`config.mk`:
```
export PLATFORM = sky130hd
export DESIGN_NAME = spi_bus_arbiter
export DESIGN_NICKNAME = d
export VERILOG_FILES = /design/src/rtl/spi_bus_arbiter_pkg.sv /design/src/rtl/spi_bus_arbiter_rr_priority_pick.sv /design/src/rtl/spi_bus_arbiter.sv
export SDC_FILE = /design/constraint.sdc
export NUM_CORES = 1
export LEC_CHECK = 0
export ABC_AREA = 1
export BUFFER_PORTS_ARGS = -buffer_cell sky130_fd_sc_hd__buf_2
export CORE_UTILIZATION = 30
export DETAILED_ROUTE_END_ITERATION = 10
export PLACE_DENSITY_LB_ADDON = 0.12
export SKIP_LAST_GASP = 1
export SYNTH_ARGS = -nofsm -noshare
export SYNTH_HDL_FRONTEND = slang
export SYNTH_SLANG_ARGS = --single-unit
```
`constraint.sdc`:
```
create_clock -name clk -period 1.57 [get_ports clk]
set_input_delay 0.314 -clock clk [delete_from_list [all_inputs] [get_ports clk]]
set_output_delay 0.314 -clock clk [all_outputs]
set_load 0.05 [all_outputs]
```
`src/rtl/spi_bus_arbiter_pkg.sv`:
```
// Shared definitions for the SPI bus arbiter: FSM state codes, default frame
// geometry and the counter width helper.
package lab_spi_pkg;

  localparam logic [1:0] IDLE  = 2'd0;
  localparam logic [1:0] SETUP = 2'd1;
  localparam logic [1:0] SHIFT = 2'd2;
  localparam logic [1:0] GAP   = 2'd3;

  localparam int DEF_FRAME_BITS = 16;
  localparam int DEF_CS_GAP     = 2;

  // Width needed to hold values 0..n-1, never narrower than one bit.
  function automatic int cnt_width(input int n);
    return (n <= 2) ? 1 : $clog2(n);
  endfunction

endpackage

```
`src/rtl/spi_bus_arbiter_rr_priority_pick.sv`:
```
// Combinational round-robin selector: first set request searching upward
// from the pointer, wrapping around NUM_REQ.
module rr_priority_pick
  import lab_spi_pkg::*;
#(
  parameter int NUM_REQ = 2,
  parameter int IW      = cnt_width(NUM_REQ)
) (
  input  logic [NUM_REQ-1:0] i_req,
  input  logic [IW-1:0]      i_ptr,
  output logic [NUM_REQ-1:0] o_pick,
  output logic [IW-1:0]      o_idx
);

  int w_cand;

  // Walk offsets from farthest to nearest so the nearest hit is written last.
  always_comb begin
    o_pick = '0;
    o_idx  = '0;
    w_cand = 0;
    for (int off = NUM_REQ - 1; off >= 0; off--) begin
      w_cand = int'(i_ptr) + off;
      if (w_cand >= NUM_REQ) begin
        w_cand = w_cand - NUM_REQ;
      end
      if (i_req[IW'(w_cand)]) begin
        o_pick             = '0;
        o_pick[IW'(w_cand)] = 1'b1;
        o_idx              = IW'(w_cand);
      end
    end
  end

endmodule

```
`src/rtl/spi_bus_arbiter.sv`:
```
// Round-robin SPI frame arbiter: grants one requester at a time, shifts a full
// MSB-first frame on the shared MOSI/MISO pair, then holds all chip selects high.
module spi_bus_arbiter
  import lab_spi_pkg::*;
#(
  parameter int NUM_REQ    = 2,
  parameter int FRAME_BITS = DEF_FRAME_BITS,
  parameter int CS_GAP     = DEF_CS_GAP
) (
  input  logic                          clk,
  input  logic                          reset,
  input  logic [NUM_REQ-1:0]            req,
  input  logic [NUM_REQ*FRAME_BITS-1:0] tx_data,
  output logic [NUM_REQ-1:0]            grant,
  output logic [NUM_REQ-1:0]            done,
  output logic [FRAME_BITS-1:0]         rx_data,
  output logic                          busy,
  output logic [NUM_REQ-1:0]            cs_n,
  output logic                          mosi,
  input  logic                          miso
);

  localparam int IW = cnt_width(NUM_REQ);
  localparam int BW = cnt_width(FRAME_BITS);
  localparam int GW = cnt_width(CS_GAP);

  logic [1:0]            r_state;
  logic [IW-1:0]         r_ptr;
  logic [IW-1:0]         r_idx;
  logic [FRAME_BITS-1:0] r_shift;
  logic [BW-1:0]         r_bit_cnt;
  logic [GW-1:0]         r_gap_cnt;
  logic [FRAME_BITS-1:0] r_rx_data;

  logic [FRAME_BITS-1:0] w_tx_words [NUM_REQ];
  logic [NUM_REQ-1:0]    w_pick;
  logic [IW-1:0]         w_pick_idx;
  logic                  w_in_frame;
  logic                  w_first_gap;
  logic [IW-1:0]         w_ptr_next;
  logic [FRAME_BITS-1:0] w_shift_next;

  rr_priority_pick #(
    .NUM_REQ (NUM_REQ),
    .IW      (IW)
  ) u_pick (
    .i_req  (req),
    .i_ptr  (r_ptr),
    .o_pick (w_pick),
    .o_idx  (w_pick_idx)
  );

  assign w_in_frame   = (r_state == SETUP) || (r_state == SHIFT);
  assign w_first_gap  = (r_state == GAP) && (r_gap_cnt == '0);
  assign w_ptr_next   = (r_idx == IW'(NUM_REQ - 1)) ? '0 : r_idx + 1'b1;
  assign w_shift_next = {r_shift[FRAME_BITS-2:0], miso};

  // Outputs decode straight from state so the async reset clears them at once.
  genvar gi;
  generate
    for (gi = 0; gi < NUM_REQ; gi++) begin : g_req
      assign w_tx_words[gi] = tx_data[gi*FRAME_BITS +: FRAME_BITS];
      assign grant[gi]      = (r_state == SETUP) && (r_idx == IW'(gi));
      assign done[gi]       = w_first_gap && (r_idx == IW'(gi));
      assign cs_n[gi]       = !(w_in_frame && (r_idx == IW'(gi)));
    end
  endgenerate

  assign mosi    = w_in_frame ? r_shift[FRAME_BITS-1] : 1'b0;
  assign busy    = (r_state != IDLE);
  assign rx_data = r_rx_data;

  always_ff @(posedge clk or posedge reset) begin
    if (reset) begin
      r_state   <= IDLE;
      r_ptr     <= '0;
      r_idx     <= '0;
      r_shift   <= '0;
      r_bit_cnt <= '0;
      r_gap_cnt <= '0;
      r_rx_data <= '0;
    end else begin
      case (r_state)
        IDLE: begin
          if (w_pick != '0) begin
            r_shift <= w_tx_words[w_pick_idx];
            r_idx   <= w_pick_idx;
            r_state <= SETUP;
          end
        end
        SETUP: begin
          r_ptr     <= w_ptr_next;
          r_bit_cnt <= BW'(FRAME_BITS - 1);
          r_state   <= SHIFT;
        end
        SHIFT: begin
          r_shift <= w_shift_next;
          if (r_bit_cnt == '0) begin
            r_rx_data <= w_shift_next;
            r_gap_cnt <= '0;
            r_state   <= GAP;
          end else begin
            r_bit_cnt <= r_bit_cnt - 1'b1;
          end
        end
        GAP: begin
          if (r_gap_cnt == GW'(CS_GAP - 1)) begin
            r_state <= IDLE;
          end else begin
            r_gap_cnt <= r_gap_cnt + 1'b1;
          end
        end
        default: r_state <= IDLE;
      endcase
    end
  end

endmodule

```
== After elaboration in Yosys (flattened, before gate mapping) ==
Index checks and enable logic that the tools add are counted.
Storage, ports and cells
  bits in registers: 41
  logic and storage cells: 85
  output and inout bits: 24
  input port bits: 37
Cells by class
  reduce and logical (&&, ||, !) cells: 25
  mux-type cells: 30
  add/subtract/negate cells: 6
  magnitude comparators: 7
  eq/ne operators: 7
  bitwise logic cells: 3
Operator list (number)
  16-bit two-way mux: 4
  16-bit case mux with 2 select lines: 1
  1-bit two-way mux: 14
  2-bit two-way mux: 5
  2-bit AND reduction: 5
  2-bit nonzero test: 5
  1-bit logical AND: 9
  2-bit case mux with 4 select lines: 1
  4-bit case mux with 2 select lines: 1
  1-bit by 3-bit less-than comparator with 1-bit output (second input constant): 2
  2-bit != test (second input constant): 3
  2-bit == test (second input constant): 2
  2-bit greater-or-equal comparator (second input constant): 2
  4-bit zero test: 1
  4-bit two-way mux: 1
  4-bit by 1-bit subtractor with 4-bit output (second input constant): 1
  3-bit AND reduction: 1
  1-bit adder (second input constant): 2
  1-bit by 1-bit adder with 2-bit output (second input constant): 1
  1-bit demux with 1-bit select: 2
  2-bit by 1-bit == test with 1-bit output (second input constant): 1
  1-bit greater-or-equal comparator (second input constant): 2
  1-bit by 2-bit greater-or-equal comparator with 1-bit output (second input constant): 1
  1-bit zero test: 2
  7 further kinds: 9

== Logic depth before layout (Yosys ltp) ==
  depth in word-level cells: 14
  gate-level depth with buffers: 8
  mapped depth without buffers: 7

== Cells and area by module ==
A second synthesis with hierarchy kept.
Unflattened totals
  cells, all modules: 281
  area, all modules: 2279.7 um2
By module, submodules not included
  spi_bus_arbiter: area an instance 2250.9 um2, instances 1, cells each 275, sequential area each 1026.0 um2
  rr_priority_pick: area an instance 28.8 um2, instances 1, cells each 6, sequential area each 0.0 um2

== Worst setup path after synthesis ==
OpenSTA, ideal clock, no wires.
  path type: reg2out
  from: register r_state[0]
  to: output done[0]
  data arrival time: 1293 ps
  setup slack: -37 ps
  required time: 1256 ps
  stages on the path, launching flop included: 4
  buffers on the path: 0
  cell sequence: dfrtp_1 > ha_1 > nand2_1 > nor2_1
On the way
  longest elaborated chain between the ends: 3
Ends and longest elaborated chain
  from (decl): line spi_bus_arbiter.sv:27  | logic [1:0] r_state;
  from (signal assigned): line spi_bus_arbiter.sv:75  | r_state <= IDLE;
  from (signal assigned): line spi_bus_arbiter.sv:88  | r_state <= SETUP;
  from (signal assigned): line spi_bus_arbiter.sv:94  | r_state <= SHIFT;
  2-bit == test: line spi_bus_arbiter.sv:54  | assign w_first_gap = (r_state == GAP) && (r_gap_cnt == '0);
  1-bit logical AND: line spi_bus_arbiter.sv:54
  1-bit logical AND: line spi_bus_arbiter.sv:64  | assign done[gi] = w_first_gap && (r_idx == IW'(gi));
  to (decl): line spi_bus_arbiter.sv:15  | output logic [NUM_REQ-1:0] done,
Every way passes these cells.

== Final worst setup path ==
  from: register r_state[1]
  to: output cs_n[1]
On the way
  longest elaborated chain between the ends: 4
  elaborated cells between the ends (all ways): 5
  those cells by class: 2 x eq/ne; 3 x reduce/logical
Ends and longest elaborated chain
  2-bit by 1-bit == test with 1-bit output / 2-bit == test (equally long branches): line spi_bus_arbiter.sv:53  | assign w_in_frame = (r_state == SETUP) || (r_state == SHIFT);
  1-bit logical OR (*): line spi_bus_arbiter.sv:53
  1-bit logical AND (*): line spi_bus_arbiter.sv:65  | assign cs_n[gi] = !(w_in_frame && (r_idx == IW'(gi)));
  1-bit zero test (*): line spi_bus_arbiter.sv:65
  to (decl): line spi_bus_arbiter.sv:18  | output logic [NUM_REQ-1:0] cs_n,
Every way passes the cells marked *; elsewhere a longest branch is shown, timed or not.

==> impl_metrics.ini <==
[sta]
fin_crit_ns = 1.63
hold_viol = 0
setup-tns-final_ns = -0.250
fin_crit_sh = 1.04
drv_slew = 0
finClkSkew_ns = 0.00614
worst_pin_slew_ns = 0.587
setup_viol = 7
fmax_ghz = 0.614
rsz0062_at_grt = yes
slew_headroom = 0.608
setup_ws_ns = -0.0587

[global_routing]
grt_pass1_wl_um = 9040
grt_max_degree = 42
antenna_found_initial = 0
overflow = 0
grt_pass1_vias = 1852
globalRouteTotalUtil = 0.159

[power]
max-vdd-ir-drop_mv = 1.67
power_density_mw_per_mm2 = 2190
power_leakage_nw = 1.64
p_total_mw = 6.58

[yosys]
synth-compound-area-share = 0.0473
synth_fp_nets = 334
synthSimpleGateAreaFrac = 0.350
ys_seq_area_frac = 0.479
synth_seq_cells = 41
synth_area_mm2 = 0.00214
synthAdderAreaFrac = 0.0350
syn_inst = 291
yosys.area.top_type = dfrtp_1
synth_top_area_share = 0.479
synthDistinctLibCells = 14
synth.top_cells.by_area = dfrtp_1, nand2_1, nand3_1, inv_1, o21ai_0
synth_xor_area_frac = 0
ys.warnings.count = 0
synthMuxAreaShare = 0
synth_top_family_by_area = simple AND/OR/NAND/NOR gates
syn_area_per_cell_um2 = 7.36

[worst_setup_path]
worstPathArrival_ns = 1.31
reg2reg_slack_ns = 0.07
setup.worst_path.class = reg2out
path_cells = inv_2, ha_4, nand2_1, buf_6
path_buf_inv = 2
cp.required_ns = 1.26
worstPathMaxFanout = 4
crit-reg2reg-launch = r_state[0]
worstSetupEndpointType = primary output
reg2reg_to = r_state[1]
worst_path_max_delay_cell = dfrtp_1
cp_top_family = flip-flops
rr_worst_depth = 9
max_stage_delay_ns = 0.42
cp-start-kind = flop

[clock_tree]
numCtsBuffers = 5
htreeDepth = 2
cts_num_sinks = 41
clockRootBuffer = clkbuf_8
cts_hold_buf = 0
clockBufferDepth = 2
worstSkewPairLatency_ns = 0.29
cts_tree = done
path_clk_slew_ns = 0.08

[final_layout]
finalInstanceArea_mm2 = 0.00301
final_core_util = 0.441
drive_gt1_frac = 0.299
nFillCells = 749
multi_input_area_mm2 = 0.00100
synthToLayoutAreaGrowth_pct = 40.5
seqCellArea_mm2 = 0.00103
nets = 407
layout_common_cells = nand2_1, nand3_1, buf_2, dfrtp_1, inv_1
layout_commonest_cell = nand2_1
diodes = 0

[drt]
top_layer_used = met4
drcViolationCount = 0
wl_met2_um = 2780
wl_met1_um = 2690
routed_wl_um = 5770
via_per_inst = 4.42
wl_per_cell_um = 12.5
vias = 2036
first_pass_iters = 4
wl_met3_um = 240
drt_iter0_drc = 112
ant_nets = 0

[placement]
port_buffers = 59
gp_congestion = 0.750
dpl.hpwl_um = 3690
place_area_mm2 = 0.00262

[die]
die_x_um = 86.5
pin_count = 61
die_area_mm2 = 0.00748
die_y_um = 86.5
initial_core_util = 0.314
rows = 30
core_area_mm2 = 0.00683

[outcome]
violations = negative setup slack
outcome = finished with violations

[flow_run]
max_cap_viol_count = 0

[worst_hold_path]
min_path_type = in2async
[final cells by class]
class                   instances  area share
repair inverters                1     0.00166
well taps                      96      0.0399
flip-flops and latches         41       0.341
repair buffers                 78       0.199
clock inverters                 2      0.0125
clock buffers                   6      0.0274
inverters                      34      0.0457
multi-input cells             203       0.333
[stage by stage]
stage	std cells	worst slack (ns)	hold slack, ns
final	461	-0.0587	0.0709
after global routing	461	-0.127	0.0862
after CTS	455	-0.0652	0.0752
after detailed placement	443	0.0420	0.392
after global placement	443	0.0473	0.396
after floorplan	291	-0.0368	0.449
[Yosys cell counts, drive strengths merged]
master	count
buf	7
clkbuf	6
dfrtp	41
ha	6
inv	34
nand2	117
nand3	54
nand4	2
nor2	4
o21ai	18
or2	2
[logic make-up after synthesis]
logic type / count (synthesis)
flip-flops: 41
buffers and inverters: 47
AND/OR/NAND/NOR: 179
AO/OA/AOI/OAI: 18
adder cells (fa/ha/maj): 6
[power breakdown]
part	total, mW	internal [mW]	leakage [nW]	switching, mW
logic	3.92	1.52	1.07	2.40
clock network	0.889	0.517	0.0574	0.372
registers	1.77	1.50	0.516	0.269
[registers in the layout, indices dropped and copies added, names as in the netlist]
register   flops
r_bit_cnt      4
r_gap_cnt      1
r_idx          1
r_ptr          1
r_shift       16
r_state        2
rx_data       16
[layer usage]
layer / track usage / vias up
met3: 0.0333 / 5
met2: 0.266 / 41
met4: 0.0409 / 0
met5: 0 / -
met1: 0.211 / 935
li1: - / 1055
[worst max-delay path by stage]
stage,endpoint,cells after the start,start
2_1_floorplan,done[0],3,r_state[0]
3_3_place_gp,mosi,5,r_state[0]
3_5_place_dp,mosi,5,r_state[0]
4_1_cts,grant[0],5,r_state[1]
5_1_grt,cs_n[1],4,r_state[1]
6_report,cs_n[1],4,r_state[1]
[worst min-delay path, cell delays in order]
cell and delay, ns:
buf_2 0.09, inv_1 0.09, buf_12 0.25
[timing repair]
action,CTS,global route
hold endpoints to repair,0,0
cloned,0,2
resized for setup,26,23
setup endpoints to repair,8,46
pin swaps,3,3
buffers inserted,4,4
(Power assumes the default switching activity.)
